$ cat src/rtl/ex_operand_stage.sv
// ex_operand_stage: ID/EX pipeline register plus ALU operand select.
// Captures the decoded instruction at the stage boundary, resolves RAW
// hazards against the MEM and WB results, and drives the ALU operands.
// Optional feature macro: FORWARDING_EN. When it is undefined the
// mem_*/wb_* inputs are ignored, and upstream logic must stall on RAW hazards.
module ex_operand_stage (
  input  logic        CLK,
  input  logic        RST,
  input  logic        stall,
  input  logic        flush,
  input  logic        id_valid,
  input  logic [31:0] id_rs1_data,
  input  logic [31:0] id_rs2_data,
  input  logic [31:0] id_imm,
  input  logic [31:0] id_pc,
  input  logic [4:0]  id_rs1_addr,
  input  logic [4:0]  id_rs2_addr,
  input  logic [4:0]  id_rd_addr,
  input  logic [3:0]  id_alu_fun,
  input  logic        id_srcA_sel,
  input  logic [1:0]  id_srcB_sel,
  input  logic        id_reg_write,
  input  logic        mem_reg_write,
  input  logic [4:0]  mem_rd_addr,
  input  logic [31:0] mem_result,
  input  logic        wb_reg_write,
  input  logic [4:0]  wb_rd_addr,
  input  logic [31:0] wb_result,
  output logic [31:0] A,
  output logic [31:0] B,
  output logic [3:0]  alu_fun,
  output logic        ex_valid,
  output logic [4:0]  ex_rd_addr,
  output logic        ex_reg_write,
  output logic [31:0] ex_store_data,
  output logic [31:0] ex_pc
);

  // Control fields: these are cleared for bubbles.
  logic        valid_q, valid_d;
  logic        reg_write_q, reg_write_d;
  logic [4:0]  rd_q, rd_d;
  logic [3:0]  alu_fun_q, alu_fun_d;
  // Data fields: these may keep stale values under a bubble.
  logic [4:0]  rs1_addr_q, rs1_addr_d;
  logic [4:0]  rs2_addr_q, rs2_addr_d;
  logic [31:0] rs1_data_q, rs1_data_d;
  logic [31:0] rs2_data_q, rs2_data_d;
  logic [31:0] imm_q, imm_d;
  logic [31:0] pc_q, pc_d;
  logic        srca_q, srca_d;
  logic [1:0]  srcb_q, srcb_d;

  logic [31:0] fwd_rs1, fwd_rs2;

  // Next-state selection. Flush has priority over stall. A load with
  // id_valid low is treated as a bubble. Flush holds the data fields,
  // because nothing downstream consumes them while the control fields are clear.
  always_comb begin
    valid_d     = valid_q;
    reg_write_d = reg_write_q;
    rd_d        = rd_q;
    alu_fun_d   = alu_fun_q;
    rs1_addr_d  = rs1_addr_q;
    rs2_addr_d  = rs2_addr_q;
    rs1_data_d  = rs1_data_q;
    rs2_data_d  = rs2_data_q;
    imm_d       = imm_q;
    pc_d        = pc_q;
    srca_d      = srca_q;
    srcb_d      = srcb_q;
    if (flush) begin
      valid_d     = 1'b0;
      reg_write_d = 1'b0;
      rd_d        = 5'd0;
      alu_fun_d   = 4'd0;
    end else if (!stall) begin
      rs1_addr_d  = id_rs1_addr;
      rs2_addr_d  = id_rs2_addr;
      rs1_data_d  = id_rs1_data;
      rs2_data_d  = id_rs2_data;
      imm_d       = id_imm;
      pc_d        = id_pc;
      srca_d      = id_srcA_sel;
      srcb_d      = id_srcB_sel;
      valid_d     = id_valid;
      reg_write_d = id_valid & id_reg_write;
      rd_d        = id_valid ? id_rd_addr : 5'd0;
      alu_fun_d   = id_valid ? id_alu_fun : 4'd0;
    end
  end

  // Stage register with synchronous reset.
  always_ff @(posedge CLK) begin
    if (RST) begin
      valid_q     <= 1'b0;
      reg_write_q <= 1'b0;
      rd_q        <= 5'd0;
      alu_fun_q   <= 4'd0;
      rs1_addr_q  <= 5'd0;
      rs2_addr_q  <= 5'd0;
      rs1_data_q  <= 32'd0;
      rs2_data_q  <= 32'd0;
      imm_q       <= 32'd0;
      pc_q        <= 32'd0;
      srca_q      <= 1'b0;
      srcb_q      <= 2'd0;
    end else begin
      valid_q     <= valid_d;
      reg_write_q <= reg_write_d;
      rd_q        <= rd_d;
      alu_fun_q   <= alu_fun_d;
      rs1_addr_q  <= rs1_addr_d;
      rs2_addr_q  <= rs2_addr_d;
      rs1_data_q  <= rs1_data_d;
      rs2_data_q  <= rs2_data_d;
      imm_q       <= imm_d;
      pc_q        <= pc_d;
      srca_q      <= srca_d;
      srcb_q      <= srcb_d;
    end
  end

`ifdef FORWARDING_EN
  // Forwarding: MEM has priority over WB, and x0 is never forwarded.
  always_comb begin
    fwd_rs1 = rs1_data_q;
    fwd_rs2 = rs2_data_q;
    if (rs1_addr_q != 5'd0) begin
      if (mem_reg_write && (mem_rd_addr == rs1_addr_q))
        fwd_rs1 = mem_result;
      else if (wb_reg_write && (wb_rd_addr == rs1_addr_q))
        fwd_rs1 = wb_result;
    end
    if (rs2_addr_q != 5'd0) begin
      if (mem_reg_write && (mem_rd_addr == rs2_addr_q))
        fwd_rs2 = mem_result;
      else if (wb_reg_write && (wb_rd_addr == rs2_addr_q))
        fwd_rs2 = wb_result;
    end
  end
`else
  // Without forwarding, the operands come straight from the captured register data.
  always_comb begin
    fwd_rs1 = rs1_data_q;
    fwd_rs2 = rs2_data_q;
  end

  logic unused_fwd_inputs;
  assign unused_fwd_inputs = ^{mem_reg_write, mem_rd_addr, mem_result,
                               wb_reg_write, wb_rd_addr, wb_result,
                               rs1_addr_q, rs2_addr_q};
`endif

  // Operand muxes. Store data always follows rs2, whatever srcB selects.
  always_comb begin
    A = srca_q ? imm_q : fwd_rs1;
    unique case (srcb_q)
      2'd0:    B = fwd_rs2;
      2'd1:    B = imm_q;
      2'd2:    B = pc_q;
      default: B = 32'd0;
    endcase
  end

  assign ex_store_data = fwd_rs2;
  assign alu_fun       = alu_fun_q;
  assign ex_valid      = valid_q;
  assign ex_rd_addr    = rd_q;
  assign ex_reg_write  = reg_write_q & valid_q;
  assign ex_pc         = pc_q;

endmodule

$ cat config.mk
export PLATFORM = sky130hd
export DESIGN_NAME = ex_operand_stage
export DESIGN_NICKNAME = d
export VERILOG_FILES = /design/src/rtl/ex_operand_stage.sv
export SDC_FILE = /design/constraint.sdc
export NUM_CORES = 1
export LEC_CHECK = 0
export ABC_AREA = 1
export ABC_CLOCK_PERIOD_IN_PS = 1500
export BUFFER_PORTS_ARGS = -buffer_cell sky130_fd_sc_hd__buf_4
export CAP_MARGIN = 5
export CORE_MARGIN = 3
export CORE_UTILIZATION = 30
export CTS_BUF_LIST = sky130_fd_sc_hd__clkbuf_8
export CTS_CLUSTER_SIZE = 30
export DETAILED_ROUTE_END_ITERATION = 10
export GPL_TIMING_DRIVEN = 0
export PLACE_DENSITY = 0.54
export REMOVE_ABC_BUFFERS = 1
export SLEW_MARGIN = 20
export SYNTH_ARGS = -nofsm -noshare
export SYNTH_HDL_FRONTEND = slang
export SYNTH_SLANG_ARGS = --single-unit
$ cat constraint.sdc
create_clock -name CLK -period 1.5 [get_ports CLK]
set_clock_uncertainty 0.2 [all_clocks]
set_input_delay 0.15 -clock CLK [delete_from_list [all_inputs] [get_ports CLK]]
set_output_delay 0.15 -clock CLK [all_outputs]
set_load 0.05 [all_outputs]
==> results by group <==
Cells and area
  – Layout area overhead: 94.0%
  – Design Area, Final: 0.0132 mm2
  – # diodes: 0
  – Post-layout util: 59.8%
  – Nets: 1818
  – Layout cells sized above 1: 31.2%

Clock tree
  – Clk root buf: clkbuf_8
  – Clk sinks: 142
  – Worst skew pair latency: 0.45 ns
  – H-Tree Depth: 4
  – CTS tree: built
  – Longest Clk Path Bufs: 2
  – TritonCTS Buffers: 17
  – Clock transition at path regs: 0.09 ns

Job
  – Maxcap violations: 0

Place
  – DP Wirelength: 15300 um
  – Number of buffers added on ports: 284
  – Routability Congestion: 0.786
  – Placed instance area: 0.00935 mm2

Routing
  – Drt pass-1 iters: 6
  – Final antenna-violating net count: 0
  – Wire per inst: 15.0 um
  – DR vias: 8351
  – Vias per Instance: 4.45
  – Total wire length: 28200 um
  – DRC violations left: 0
  – Initial DRC count: 455

Min path
  – HP Class: input port to register
  – Hold Path Stages: 4
  – Worst Hold End: fwd_rs1[11]$_SDFFE_PP0P_
  – Worst hold path startpoint: RST

Synthesis
  – Most area-hungry cell type in the Yosys netlist: dfxtp_1
  – Synthesis Warnings: 0
  – Seq/Total Area, Yosys: 41.7%
  – Area contributors post-synth: dfxtp_1, nand2_1, nor2_1
  – #FFs+latches synth: 142
  – Gate Count Post-Synth: 1133
  – Synth Cell Area: 0.00681 mm2
  – Yosys cell types: 14
  – Synth top area share: 41.7%
  – Syn Area/Cell: 6.01 um2

Power and ir drop
  – Power density cells: 851 mW/mm2
  – Maximum VDD drop: 0.492 mV
  – Total power draw: 11.3 mW
  – Leak: 6.89 nW

Die
  – Starting density of the core: 30.8%
  – Die Y: 157 um
  – Chip Width: 157 um
  – Core Rows: 54
  – Die area: 0.0245 mm2
  – IO Pins: 371
  – Core ar.: 0.0221 mm2

Run status
  – Status: finished with violations
  – Failing checks: setup timing

Global routing
  – GRT Residual Overflow: 0
  – First-pass GRT wire length: 42500 um
  – Total global routing track utilization: 22.1%
  – Antenna violations before repair: 0
  – Largest net degree at the start of global routing: 86
  – Vias in the first global route: 8004

STA
  – Total negative setup slack: -26.32 ns
  – RSZ-0062 raised after global routing: yes
  – Slew headroom: 72.1%
  – Final setup viols: 64
  – Worst slew pin tran: 0.417 ns
  – Fmax: 0.493 GHz
  – Final min period: 2.03 ns
  – Final Max Tran Viols: 0
  – Final hold vios: 0
  – Worst Slack Setup Final: -0.528 ns
  – WHS: 0.102 ns
  – Final worst path period share: 135%

Worst setup path
  – WP data required: 1.15 ns
  – Worst R2R Start: ex_pc[20]$_SDFFE_PP0P_
  – Endpoint class of the critical path: output port
  – Crit Path Category: register to output port
  – Max Fanout on Critical Path: 5
  – Crit start category: register
  – Worst R2R End: ex_pc[20]$_SDFFE_PP0P_
  – R2r setup slk: 0.11 ns
  – Critical Path AT: 1.68 ns
  – R2R cell count: 3
[Yosys cell counts]
| library cell | count |
|---|---|
| nand2_1 | 339 |
| nor2_1 | 263 |
| inv_1 | 167 |
| dfxtp_1 | 142 |
| nand3_1 | 106 |
| clkbuf_1 | 34 |
| o21ai_0 | 32 |
| buf_2 | 17 |
| a21oi_1 | 11 |
| buf_1 | 11 |
| buf_4 | 8 |
| clkinv_1 | 1 |
| nor2_4 | 1 |
| or2_2 | 1 |
[stage by stage]
step	setup slack, ns	std cells
2_1_floorplan	-1.96	1063
3_3_place_gp	-3.75	1627
3_5_place_dp	-0.642	1642
4_1_cts	-0.595	1868
5_1_grt	-0.610	1878
6_report	-0.528	1878
[placed cells by master (no fill, tap or decap)]
master	synthesis	layout
o21ai_2	0	18
clkbuf_16	0	4
buf_8	0	42
o21ai_4	0	14
nor2_1	263	262
clkinv_4	0	1
dfxtp_2	0	3
inv_6	0	5
nor2_4	1	2
or2_2	1	1
dlygate4sd3_1	0	171
nand3_4	0	4
nand2_1	339	280
buf_16	0	11
nand2_4	0	34
nand3_1	106	73
clkbuf_8	0	17
inv_1	167	167
dfxtp_4	0	3
buf_4	8	222
dfxtp_1	142	136
nand2_2	0	25
bufbuf_16	0	2
bufinv_16	0	2
buf_6	0	36
buf_12	0	16
clkinv_2	0	2
a21oi_1	11	11
nand3_2	0	29
clkinvlp_4	0	4
inv_16	0	1
[cells by family (layout without fill, tap and decap cells)]
kind of cell    after synthesis  in the layout  share of synthesized area (%)
compound gates               43             43                           3.16
flops                       142            142                           41.7
buf+inv                     238            703                           13.9
simple gates                710            710                           41.2
[worst max-delay path by stage]
stage | endpoint | cells after the start | from
finish | B[17] | 7 | srcb_q[1]$_SDFFE_PP0P_
floorplan | ex_pc[0]$_SDFFE_PP0P_ | 4 | stall
global route | B[17] | 7 | srcb_q[1]$_SDFFE_PP0P_
CTS | B[16] | 7 | srcb_q[0]$_SDFFE_PP0P_
global placement | ex_pc[5]$_SDFFE_PP0P_ | 5 | stall
detailed placement | B[14] | 6 | srcb_q[0]$_SDFFE_PP0P_
[final cells by class]
| type | instances | area (um2) |
|---|---|---|
| clock buffer | 17 | 234 |
| clock inverter | 14 | 143 |
| fill | 2011 | 8880 |
| inverter | 168 | 657 |
| multi-input combinational | 753 | 3770 |
| sequential | 142 | 2860 |
| tap | 280 | 350 |
| timing repair buffer | 504 | 5200 |
[where the power goes]
| part | leakage, nW | total, mW | switching, mW | internal (mW) |
|---|---|---|---|---|
| sequential | 1.17 | 4.22 | 0.214 | 4.01 |
| clock | 0.188 | 3.09 | 1.62 | 1.47 |
| combinational | 5.53 | 3.94 | 2.21 | 1.73 |
[routing by layer]
layer	global-route usage, %	part of all wire [%]	vias up
met5	0	0	-
met4	6.04	1.8	0
met3	5.86	6.1	31
met2	38.1	49	221
met1	27.2	43	3834
li1	-	-	4265
[critical path, stage by stage, from the launching register on]
cell and delay [ns]:
dfxtp_4 0.36, buf_12 0.13, nor2_4 0.14, buf_6 0.15, clkbuf_16 0.16, nand2_2 0.05, nand3_2 0.07, buf_8 0.15
[flip-flops by register name, summed over array words and instances, names as in the netlist]
signal and flops:
srcb_q 2, ex_rd_addr 5, alu_fun 4, ex_store_data 32
ex_pc 32, ex_valid 1, srca_q 1, imm_q 32
reg_write_q 1, fwd_rs1 32
[repair_timing]
| action | in CTS | in global routing |
|---|---|---|
| resized for setup | 230 | 131 |
| endpoints found under the hold margin | 142 | 0 |
| setup buffers | 15 | 10 |
| pin swaps | 4 | 13 |
| hold buffers | 171 | 0 |
| cloned | 9 | 5 |
| endpoints found under the setup margin | 75 | 66 |
(Power assumes the default switching activity.)
